`config.mk`:
```
export PLATFORM = sky130hd
export DESIGN_NAME = multicycle_sequencer_flat
export DESIGN_NICKNAME = d
export VERILOG_FILES = /design/src/rtl/multicycle_sequencer_if.sv /design/src/rtl/multicycle_sequencer.sv /design/src/flat_wrapper.sv
export SDC_FILE = /design/constraint.sdc
export NUM_CORES = 1
export LEC_CHECK = 0
export CORE_MARGIN = 3
export CORE_UTILIZATION = 44
export CTS_CLUSTER_DIAMETER = 80
export CTS_CLUSTER_SIZE = 20
export DETAILED_ROUTE_END_ITERATION = 16
export PLACE_DENSITY = 0.76
export SYNTH_ARGS = -nofsm -noshare
export SYNTH_HDL_FRONTEND = slang
export SYNTH_SLANG_ARGS = --single-unit
```
`constraint.sdc`:
```
create_clock -name clk -period 2.45 [get_ports clk]
set_input_delay 0.49 -clock clk [delete_from_list [all_inputs] [get_ports clk]]
set_output_delay 0.49 -clock clk [all_outputs]
set_load 0.1 [all_outputs]
```
`src/rtl/multicycle_sequencer_if.sv`:
```
// Sequencer <-> datapath/memory control bundle for the multi-cycle RV32I core.
// master = sequencer side, slave = datapath/memory side.
interface multicycle_sequencer_if;
  logic [6:0]  op;
  logic        br_taken;
  logic        mem_ready;
  logic        mem_req;
  logic        mem_we;
  logic        addr_src;
  logic        ir_en;
  logic        pc_en;
  logic [1:0]  pc_src;
  logic        reg_we;
  logic [1:0]  result_src;
  logic        retire;
  logic [31:0] instret;
  logic        halted;
  logic [1:0]  trap_cause;

  modport master (
    input  op, br_taken, mem_ready,
    output mem_req, mem_we, addr_src, ir_en, pc_en, pc_src, reg_we,
           result_src, retire, instret, halted, trap_cause
  );

  modport slave (
    output op, br_taken, mem_ready,
    input  mem_req, mem_we, addr_src, ir_en, pc_en, pc_src, reg_we,
           result_src, retire, instret, halted, trap_cause
  );
endinterface

```
`src/rtl/multicycle_sequencer.sv`:
```
// Multi-cycle RV32I control sequencer: FETCH/DECODE/EXEC/MEM/WB with shared memory port.
// Optional memory-wait timeout trap enabled by defining SEQ_TIMEOUT_EN.
module multicycle_sequencer #(
  parameter int unsigned TIMEOUT_CYCLES = 255
) (
  input logic                    clk,
  input logic                    rst_n,
  multicycle_sequencer_if.master bus
);

  typedef enum logic [2:0] {
    IDLE   = 3'd0,
    FETCH  = 3'd1,
    DECODE = 3'd2,
    EXEC   = 3'd3,
    MEM    = 3'd4,
    WB     = 3'd5,
    TRAP   = 3'd6
  } state_t;

  localparam logic [6:0] OP_R     = 7'h33;
  localparam logic [6:0] OP_I     = 7'h13;
  localparam logic [6:0] OP_LOAD  = 7'h03;
  localparam logic [6:0] OP_STORE = 7'h23;
  localparam logic [6:0] OP_BR    = 7'h63;
  localparam logic [6:0] OP_LUI   = 7'h37;
  localparam logic [6:0] OP_AUIPC = 7'h17;
  localparam logic [6:0] OP_JAL   = 7'h6F;
  localparam logic [6:0] OP_JALR  = 7'h67;

  state_t      state_q, state_d;
  logic [6:0]  op_q;
  logic [31:0] instret_q;
  logic [1:0]  trap_cause_q;
  logic        timeout;
  logic        legal;

  logic       mem_req, mem_we, addr_src, ir_en, pc_en, reg_we, retire, halted;
  logic [1:0] pc_src, result_src;

`ifdef SEQ_TIMEOUT_EN
  logic [15:0] wait_q;

  // Anything other than a stalled FETCH/MEM cycle clears the count, which covers entry.
  always_ff @(posedge clk or negedge rst_n) begin
    if (!rst_n) begin
      wait_q <= '0;
    end else if ((state_q == FETCH || state_q == MEM) && !bus.mem_ready) begin
      wait_q <= wait_q + 16'd1;
    end else begin
      wait_q <= '0;
    end
  end

  assign timeout = (wait_q == TIMEOUT_CYCLES[15:0]) && !bus.mem_ready;
`else
  assign timeout = 1'b0;
`endif

  always_comb begin
    unique case (bus.op)
      OP_R, OP_I, OP_LOAD, OP_STORE, OP_BR,
      OP_LUI, OP_AUIPC, OP_JAL, OP_JALR: legal = 1'b1;
      default:                           legal = 1'b0;
    endcase
  end

  always_comb begin
    state_d    = state_q;
    mem_req    = 1'b0;
    mem_we     = 1'b0;
    addr_src   = 1'b0;
    ir_en      = 1'b0;
    pc_en      = 1'b0;
    pc_src     = 2'b00;
    reg_we     = 1'b0;
    result_src = 2'b00;
    retire     = 1'b0;
    halted     = 1'b0;
    case (state_q)
      IDLE: state_d = FETCH;
      FETCH: begin
        mem_req = 1'b1;
        if (bus.mem_ready) begin
          ir_en   = 1'b1;
          state_d = DECODE;
        end else if (timeout) begin
          state_d = TRAP;
        end
      end
      DECODE: state_d = legal ? EXEC : TRAP;
      EXEC: begin
        if (op_q == OP_LOAD || op_q == OP_STORE) begin
          state_d = MEM;
        end else if (op_q == OP_BR) begin
          pc_en   = 1'b1;
          pc_src  = bus.br_taken ? 2'b01 : 2'b00;
          retire  = 1'b1;
          state_d = FETCH;
        end else begin
          state_d = WB;
        end
      end
      MEM: begin
        mem_req  = 1'b1;
        addr_src = 1'b1;
        mem_we   = (op_q == OP_STORE);
        if (bus.mem_ready) begin
          if (op_q == OP_STORE) begin
            pc_en   = 1'b1;
            retire  = 1'b1;
            state_d = FETCH;
          end else begin
            state_d = WB;
          end
        end else if (timeout) begin
          state_d = TRAP;
        end
      end
      WB: begin
        reg_we  = 1'b1;
        pc_en   = 1'b1;
        retire  = 1'b1;
        state_d = FETCH;
        if (op_q == OP_LOAD)                        result_src = 2'b01;
        else if (op_q == OP_JAL || op_q == OP_JALR) result_src = 2'b10;
        if (op_q == OP_JAL)       pc_src = 2'b01;
        else if (op_q == OP_JALR) pc_src = 2'b10;
      end
      TRAP: halted = 1'b1;
      default: state_d = IDLE;
    endcase
  end

  always_ff @(posedge clk or negedge rst_n) begin
    if (!rst_n) begin
      state_q      <= IDLE;
      op_q         <= '0;
      instret_q    <= '0;
      trap_cause_q <= 2'b00;
    end else begin
      state_q <= state_d;
      if (state_q == DECODE) op_q <= bus.op;
      if (retire) instret_q <= instret_q + 32'd1;
      // Only DECODE traps on opcode; FETCH/MEM can only trap on timeout.
      if (state_q != TRAP && state_d == TRAP)
        trap_cause_q <= (state_q == DECODE) ? 2'b01 : 2'b10;
    end
  end

  assign bus.mem_req    = mem_req;
  assign bus.mem_we     = mem_we;
  assign bus.addr_src   = addr_src;
  assign bus.ir_en      = ir_en;
  assign bus.pc_en      = pc_en;
  assign bus.pc_src     = pc_src;
  assign bus.reg_we     = reg_we;
  assign bus.result_src = result_src;
  assign bus.retire     = retire;
  assign bus.halted     = halted;
  assign bus.instret    = instret_q;
  assign bus.trap_cause = trap_cause_q;

endmodule

```
`src/flat_wrapper.sv`:
```
// flat-port wrapper written by rule: the top's interface ports become plain ports
module multicycle_sequencer_flat 
#(
  parameter int unsigned TIMEOUT_CYCLES = 255
)
  (clk, rst_n, bus_op, bus_br_taken, bus_mem_ready, bus_mem_req, bus_mem_we, bus_addr_src, bus_ir_en, bus_pc_en, bus_pc_src, bus_reg_we, bus_result_src, bus_retire, bus_instret, bus_halted, bus_trap_cause);
  multicycle_sequencer_if bus_i ();
  input logic clk;
  input logic rst_n;
  input wire logic [$bits(bus_i.op)-1:0] bus_op;
  input wire logic [$bits(bus_i.br_taken)-1:0] bus_br_taken;
  input wire logic [$bits(bus_i.mem_ready)-1:0] bus_mem_ready;
  output wire logic [$bits(bus_i.mem_req)-1:0] bus_mem_req;
  output wire logic [$bits(bus_i.mem_we)-1:0] bus_mem_we;
  output wire logic [$bits(bus_i.addr_src)-1:0] bus_addr_src;
  output wire logic [$bits(bus_i.ir_en)-1:0] bus_ir_en;
  output wire logic [$bits(bus_i.pc_en)-1:0] bus_pc_en;
  output wire logic [$bits(bus_i.pc_src)-1:0] bus_pc_src;
  output wire logic [$bits(bus_i.reg_we)-1:0] bus_reg_we;
  output wire logic [$bits(bus_i.result_src)-1:0] bus_result_src;
  output wire logic [$bits(bus_i.retire)-1:0] bus_retire;
  output wire logic [$bits(bus_i.instret)-1:0] bus_instret;
  output wire logic [$bits(bus_i.halted)-1:0] bus_halted;
  output wire logic [$bits(bus_i.trap_cause)-1:0] bus_trap_cause;
  assign bus_i.op = bus_op;
  assign bus_i.br_taken = bus_br_taken;
  assign bus_i.mem_ready = bus_mem_ready;
  assign bus_mem_req = bus_i.mem_req;
  assign bus_mem_we = bus_i.mem_we;
  assign bus_addr_src = bus_i.addr_src;
  assign bus_ir_en = bus_i.ir_en;
  assign bus_pc_en = bus_i.pc_en;
  assign bus_pc_src = bus_i.pc_src;
  assign bus_reg_we = bus_i.reg_we;
  assign bus_result_src = bus_i.result_src;
  assign bus_retire = bus_i.retire;
  assign bus_instret = bus_i.instret;
  assign bus_halted = bus_i.halted;
  assign bus_trap_cause = bus_i.trap_cause;
  multicycle_sequencer #(.TIMEOUT_CYCLES(TIMEOUT_CYCLES)) u_core (.clk(clk), .rst_n(rst_n), .bus(bus_i));
endmodule
```
==> impl_metrics.env, run 1 <==
export IMPL_p_total_uw=3000
export IMPL_synth_top_cell_by_area="dfrtp_1"
export IMPL_synth_seq_area_share=0.504
export IMPL_die_width_microns=76.5
export IMPL_final_min_clock_period_ps=2570
export IMPL_power_density_over_the_cells_nw_per_um2=954
export IMPL_post_synth_num_cell_types=39
export IMPL_max_vdd_drop_mv=1.32
export IMPL_hold_worst_slack_ps=257
export IMPL_critPathMaxFanout=3
export IMPL_layout_drive_gt1_share=0.391
export IMPL_worst_path_arrival_ps=2080
export IMPL_power_dissipated_by_switching_net_loads_uw=1400
export IMPL_max_freq_ghz=0.388
export IMPL_cts_sinks=44
export IMPL_synth_top_cell_area_share=0.504
export IMPL_cell_internal_pwr_uw=1600
export IMPL_post_route_clock_skew_ps=8.12
export IMPL_first_global_vias=1774
export IMPL_start_kind="flip-flop"
export IMPL_ioPinCount=57
export IMPL_hold_path_class="input port to async pin"
export IMPL_grt_start_max_net_pins=45
export IMPL_ys_seq_elements=44
export IMPL_relSlewSlack=0.611
export IMPL_clk_root_buffer_cell="clkbuf_8"
export IMPL_cts_tree="built"
export IMPL_postLayoutSetupSlackWorst_ps=-124
export IMPL_synth_flop_cell="dfrtp_1"
export IMPL_via_per_inst=5.25
export IMPL_timing_critical_path_to_type="output pin"
export IMPL_pwr_share_comb=0.518
export IMPL_worst_r2r_startpoint="u_core.op_q[3]"
export IMPL_postRouteWirelength_microns=4840
export IMPL_cap_viol_max_count=0
export IMPL_hold_buffers=0
export IMPL_initial_core_util=0.460
export IMPL_clockPowerShare=0.152
export IMPL_synth_enable_flop_cells=0
export IMPL_floorplan_core_area_sq_um=4750
export IMPL_final_gp_congestion=0.837
export IMPL_n_fill_cell=388
export IMPL_fp_dieArea_sq_um=5850
export IMPL_netlist_top_cells_count="dfrtp_1 (44), xnor2_1 (23), nand2_1 (19)"
export IMPL_pwr_share_seq=0.330
export IMPL_leading_cell_types_by_total_area_after_synthesis="dfrtp_1 (50%), xnor2_1 (9.2%), nand3_1 (4.1%), mux2_2 (3.6%), nand2_1 (3.3%)"
export IMPL_setup_worst_path_class="flip-flop to output pin"
export IMPL_switching_share_of_power=0.466
export IMPL_cts_root_to_sink_buffers=2
export IMPL_worstSetupStartpoint="u_core.op_q[3]"
export IMPL_synth_warnings=0
export IMPL_n_antenna_cell=0
export IMPL_grt_pass1_wl_microns=8400
export IMPL_syn_mean_instance_area_sq_um=10.6
export IMPL_h_tree_depth=2
export IMPL_grtUsageTotal=0.178
export IMPL_antenna_found_initial=0
export IMPL_final_max_slew_violation_count=0
export IMPL_cts_buffers=5
export IMPL_fp_dieH_microns=76.5
export IMPL_grt_remaining_overflow=0
export IMPL_detailedPlacementHpwl_microns=3590
export IMPL_setup_violations_final=2
export IMPL_hold_violations=0
export IMPL_areaGrowthSynthToFinish_pct=43.8
export IMPL_clk_pin_slew_worst_paths_ps=80
export IMPL_number_of_nets_in_the_synthesized_netlist=219
export IMPL_status="finished with violations"
export IMPL_drtPass1Iterations=4
export IMPL_route_detailed_drc=0
export IMPL_leakage_uw=0.00133
export IMPL_worst_endpoint_required_ps=1960
export IMPL_drt_wirelength_per_cell_microns=13.8
export IMPL_synthCells=207
export IMPL_detailedRoute_firstIterationViolations=81
export IMPL_fp_row_count=25
export IMPL_buffer_ports_inserted=56
export IMPL_synth_async_sr_flop_share=1.00
export IMPL_utilization_of_the_core_after_routing=0.661
export IMPL_part_of_the_cycle_the_worst_path_needs=1.05
export IMPL_mappedNetlistArea_sq_um=2190
export IMPL_dr_total_vias=1842
export IMPL_violations="negative setup slack"
export IMPL_unrepaired_setup_endpoints_after_global_routing="true"
export IMPL_clkLatencyLatePin_ps=290
export IMPL_ant_nets=0
export IMPL_yosys_cell_count_top_type="dfrtp_1"
export IMPL_finalNetCount=295
export IMPL_tightestPinTransition_ps=582
[per-layer routing]
metal | wire (microns) | GRT usage
met4 | 75 | 0.0688
met2 | 2300 | 0.293
met5 | 0 | 0
met1 | 2180 | 0.227
met3 | 294 | 0.0390
[final cells by class]
class / instances / area (sq um) / area share
inverter: 5 / 23.8 / 0.00756
multi-input combinational: 152 / 1120 / 0.357
timing repair buffer: 75 / 708 / 0.225
tap: 67 / 83.8 / 0.0267
clock buffer: 8 / 90.1 / 0.0287
sequential: 44 / 1120 / 0.355
[stage by stage]
stage                     worst slack (ps)  cell area [sq um]  instances  setup TNS (ps)
after floorplan                       -271               2320        207            -730
after global placement               -85.4               2980        336            -453
after detailed placement             -89.6               2980        336            -654
after CTS                             -114               3130        350            -239
after global routing                  -191               3140        351            -467
final                                 -124               3140        351            -248
[sequential cells by signal, summed over array words and instances (netlist names)]
signal / count
u_core.bus.trap_cause: 2
u_core.bus.instret: 32
u_core.state_q: 3
u_core.op_q: 7
[path summary, 6_finish.rpt]
path / end / slack, ps / depth (start not counted)
max: bus_retire / -120 / 5
min: u_core.bus.instret[3] / 260 / 2
max reg2reg: u_core.bus.instret[10] / 40 / 7
min reg2reg: u_core.bus.instret[31] / 470 / 1
max in group asynchronous: u_core.state_q[2] / 1770 / 2
min in group clk: u_core.bus.instret[31] / 470 / 1
[placed cells by master, fill, tap and decap left out, types with 2 or more instances in the layout]
cell             instances
and3_1                   8
or2_2                    2
dfrtp_2                 13
and4_1                   2
nand4_1                 11
clkbuf_1                 2
nor4_4                   3
inv_1                    4
xnor2_1                 23
nand2_1                 18
a21oi_1                  3
clkdlybuf4s50_1          9
buf_4                   55
nor3_1                   7
dfrtp_1                 31
nand3_1                 18
nand2b_1                 2
nor3b_1                  2
nor2_1                   9
o22ai_1                  2
and2_1                   3
xor2_1                   8
o21ai_0                  2
nor2b_1                  2
or4_4                    2
mux2_2                   7
clkbuf_8                 6
nand3b_1                 2
buf_12                  10
[timing repair]
action	in CTS	in global routing
cloned	0	0
resized for setup	2	2
endpoints found under the setup margin	5	5
setup buffers	6	1
pin swaps	1	3
[power by group through the flow]
stage | clock network (uW) | registers (uW) | logic [uW]
after global routing | 504 | 1010 | 1630
final | 455 | 991 | 1550
after floorplan | 0 | 1250 | 869
after CTS | 465 | 990 | 1550
after detailed placement | 0 | 1000 | 1490
after global placement | 0 | 997 | 1480
[kinds of logic (layout without fill, tap and decap cells)]
family,after synthesis,count (layout),share of synthesized area
buffers and inverters,11,88,0.0258
and+or+nand+nor,101,101,0.267
DFF,44,44,0.504
AOI/OAI and AO/OA,12,12,0.0372
xor gates and xnor gates,31,31,0.124
adders and majority gates,1,1,0.00572
muxes,7,7,0.0361
[worst max-delay path: stages (launching register included)]
cell      delay, ps
dfrtp_1         400
or4b_4          530
or4_4           430
and3_4          190
clkinv_4         70
buf_12          160
Note: power is estimated with default switching activity, not from simulation.
==> run 2: changes to the inputs <==
--- a/config.mk
+++ b/config.mk
@@ -11,6 +11,7 @@
 export CTS_CLUSTER_SIZE = 20
 export DETAILED_ROUTE_END_ITERATION = 16
 export PLACE_DENSITY = 0.76
+export SKIP_CTS_REPAIR_TIMING = 1
 export SYNTH_ARGS = -nofsm -noshare
 export SYNTH_HDL_FRONTEND = slang
 export SYNTH_SLANG_ARGS = --single-unit
==> run 2 against run 1 <==
The run still ends with negative setup slack left. Cell count did not move. First-iteration DRC count fell by 7.4%. Clock power barely moved. Die area did not move. Clock-buffer cell count did not move. Via count fell by 0.81%. Critical path type unchanged.
==> impl_metrics.env, run 2 (synthesis gave the netlist of run 1 again) <==
export IMPL_fp_dieH_microns=76.5
export IMPL_cts_tree="built"
export IMPL_drtPass1Iterations=4
export IMPL_post_route_clock_skew_ps=10.0
export IMPL_crit_path_max_incr_delay_ps=520
export IMPL_grt_pass1_wl_microns=8170
export IMPL_grt_remaining_overflow=0
export IMPL_setup_violations_final=3
export IMPL_ioPinCount=57
export IMPL_first_global_vias=1750
export IMPL_timing_critical_path_buf_inv=2
export IMPL_hold_path_class="input port to async pin"
export IMPL_hold_violations=0
export IMPL_route_detailed_drc=0
export IMPL_buffer_ports_inserted=56
export IMPL_ant_nets=0
export IMPL_postRouteWirelength_microns=4750
export IMPL_cap_viol_max_count=0
export IMPL_n_antenna_cell=0
export IMPL_worst_path_arrival_ps=2090
export IMPL_layout_commonest_cell="buf_4"
export IMPL_final_max_slew_violation_count=0
export IMPL_cts_root_to_sink_buffers=2
export IMPL_postLayoutSetupSlackWorst_ps=-130
export IMPL_dr_total_vias=1827
export IMPL_critPathSlowestCell="or4b_4"
export IMPL_crit_path_cell_trace="or4b_4, or4_4, and3_4, clkinv_4, buf_12"
export IMPL_die_width_microns=76.5
export IMPL_status="finished with violations"
export IMPL_areaGrowthSynthToFinish_pct=43.7
export IMPL_tightestPinTransition_ps=586
export IMPL_cts_buffers=5
export IMPL_max_freq_ghz=0.388
export IMPL_clk_root_buffer_cell="clkbuf_8"
export IMPL_leakage_uw=0.00132
export IMPL_largest_register_ff_count=32
export IMPL_critical_path_top_delay_family="simple AND/OR/NAND/NOR gates"
export IMPL_p_total_uw=2990
export IMPL_r2r_worst_path_cells=7
export IMPL_most_common_layout_cells="buf_4 (55), dfrtp_1 (31), xnor2_1 (23)"
export IMPL_drt_wirelength_per_cell_microns=13.5
export IMPL_worst_endpoint_required_ps=1960
export IMPL_layout_drive_gt1_share=0.391
export IMPL_setup_worst_path_class="flip-flop to output pin"
export IMPL_final_min_clock_period_ps=2580
export IMPL_detailedPlacementHpwl_microns=3590
export IMPL_unrepaired_setup_endpoints_after_global_routing="true"
export IMPL_antenna_found_initial=0
export IMPL_detailedRoute_firstIterationViolations=75
export IMPL_critPathMaxFanout=6
export IMPL_relSlewSlack=0.608
export IMPL_finalNetCount=295
export IMPL_clk_pin_slew_worst_paths_ps=80
export IMPL_timing_critical_path_to_type="output pin"
export IMPL_initial_core_util=0.460
export IMPL_fp_row_count=25
export IMPL_max_vdd_drop_mv=1.31
export IMPL_grtUsageTotal=0.173
export IMPL_floorplan_core_area_sq_um=4750
export IMPL_power_density_over_the_cells_nw_per_um2=953
export IMPL_h_tree_depth=2
export IMPL_hold_worst_slack_ps=262
export IMPL_fp_dieArea_sq_um=5850
export IMPL_detailedPlace_worstSlack_ps=-89.6
export IMPL_part_of_the_cycle_the_worst_path_needs=1.05
export IMPL_violations="negative setup slack"
export IMPL_start_kind="flip-flop"
export IMPL_clkLatencyLatePin_ps=290
export IMPL_final_gp_congestion=0.837
export IMPL_cts_sinks=44
export IMPL_via_per_inst=5.21
export IMPL_grt_start_max_net_pins=45
export IMPL_timing_critical_path_depth=5
==> run 2: cell counts in the layout (fill, tap and decap cells not counted) <==
Identical to the previous run, type by type.
==> run 2: path summary, 6_finish.rpt <==
kind / from / end / slack [ps]
worst max-delay path: u_core.op_q[3] / bus_retire / -130
worst min-delay path: rst_n / u_core.op_q[2] / 260
worst max register to register: u_core.op_q[3] / u_core.bus.instret[10] / 70
worst min register to register: u_core.bus.instret[31] / u_core.bus.instret[31] / 470
max in group asynchronous: rst_n / u_core.state_q[2] / 1790
min in group clk: u_core.bus.instret[31] / u_core.bus.instret[31] / 470
==> run 2: per-layer routing <==
metal	global-route usage	share of wire
met5	0	0
met4	0.0652	0.016
met3	0.0390	0.060
met2	0.287	0.48
met1	0.220	0.45
==> run 2: area by class of cell <==
| cell class | count | area, sq um |
|---|---|---|
| Clock buffer | 8 | 90.1 |
| Fill cell | 388 | 1610 |
| Inverter | 5 | 23.8 |
| Multi-Input combinational cell | 152 | 1120 |
| Sequential cell | 44 | 1120 |
| Tap cell | 67 | 83.8 |
| Timing Repair Buffer | 75 | 708 |
==> run 2: metrics by stage <==
stage | instances | setup TNS (ps) | instance area, sq um | utilization
after floorplan | 207 | -730 | 2320 | -
after global placement | 336 | -453 | 2980 | 0.627
after detailed placement | 336 | -654 | 2980 | 0.627
after CTS | 344 | -727 | 3070 | 0.646
after global routing | 351 | -470 | 3140 | 0.661
final | 351 | -276 | 3140 | 0.661
==> run 2: power breakdown <==
group,internal (uW),total [uW],switching [uW]
logic,516,1550,1030
clock network,230,455,225
registers,855,991,135
==> run 2: worst reg2reg max path, cell delays in order, from the launching register on <==
cell	delay [ps]
dfrtp_1	400
or4b_4	520
or4_4	430
and3_4	200
buf_4	150
buf_4	140
nor4b_2	290
xor2_1	170
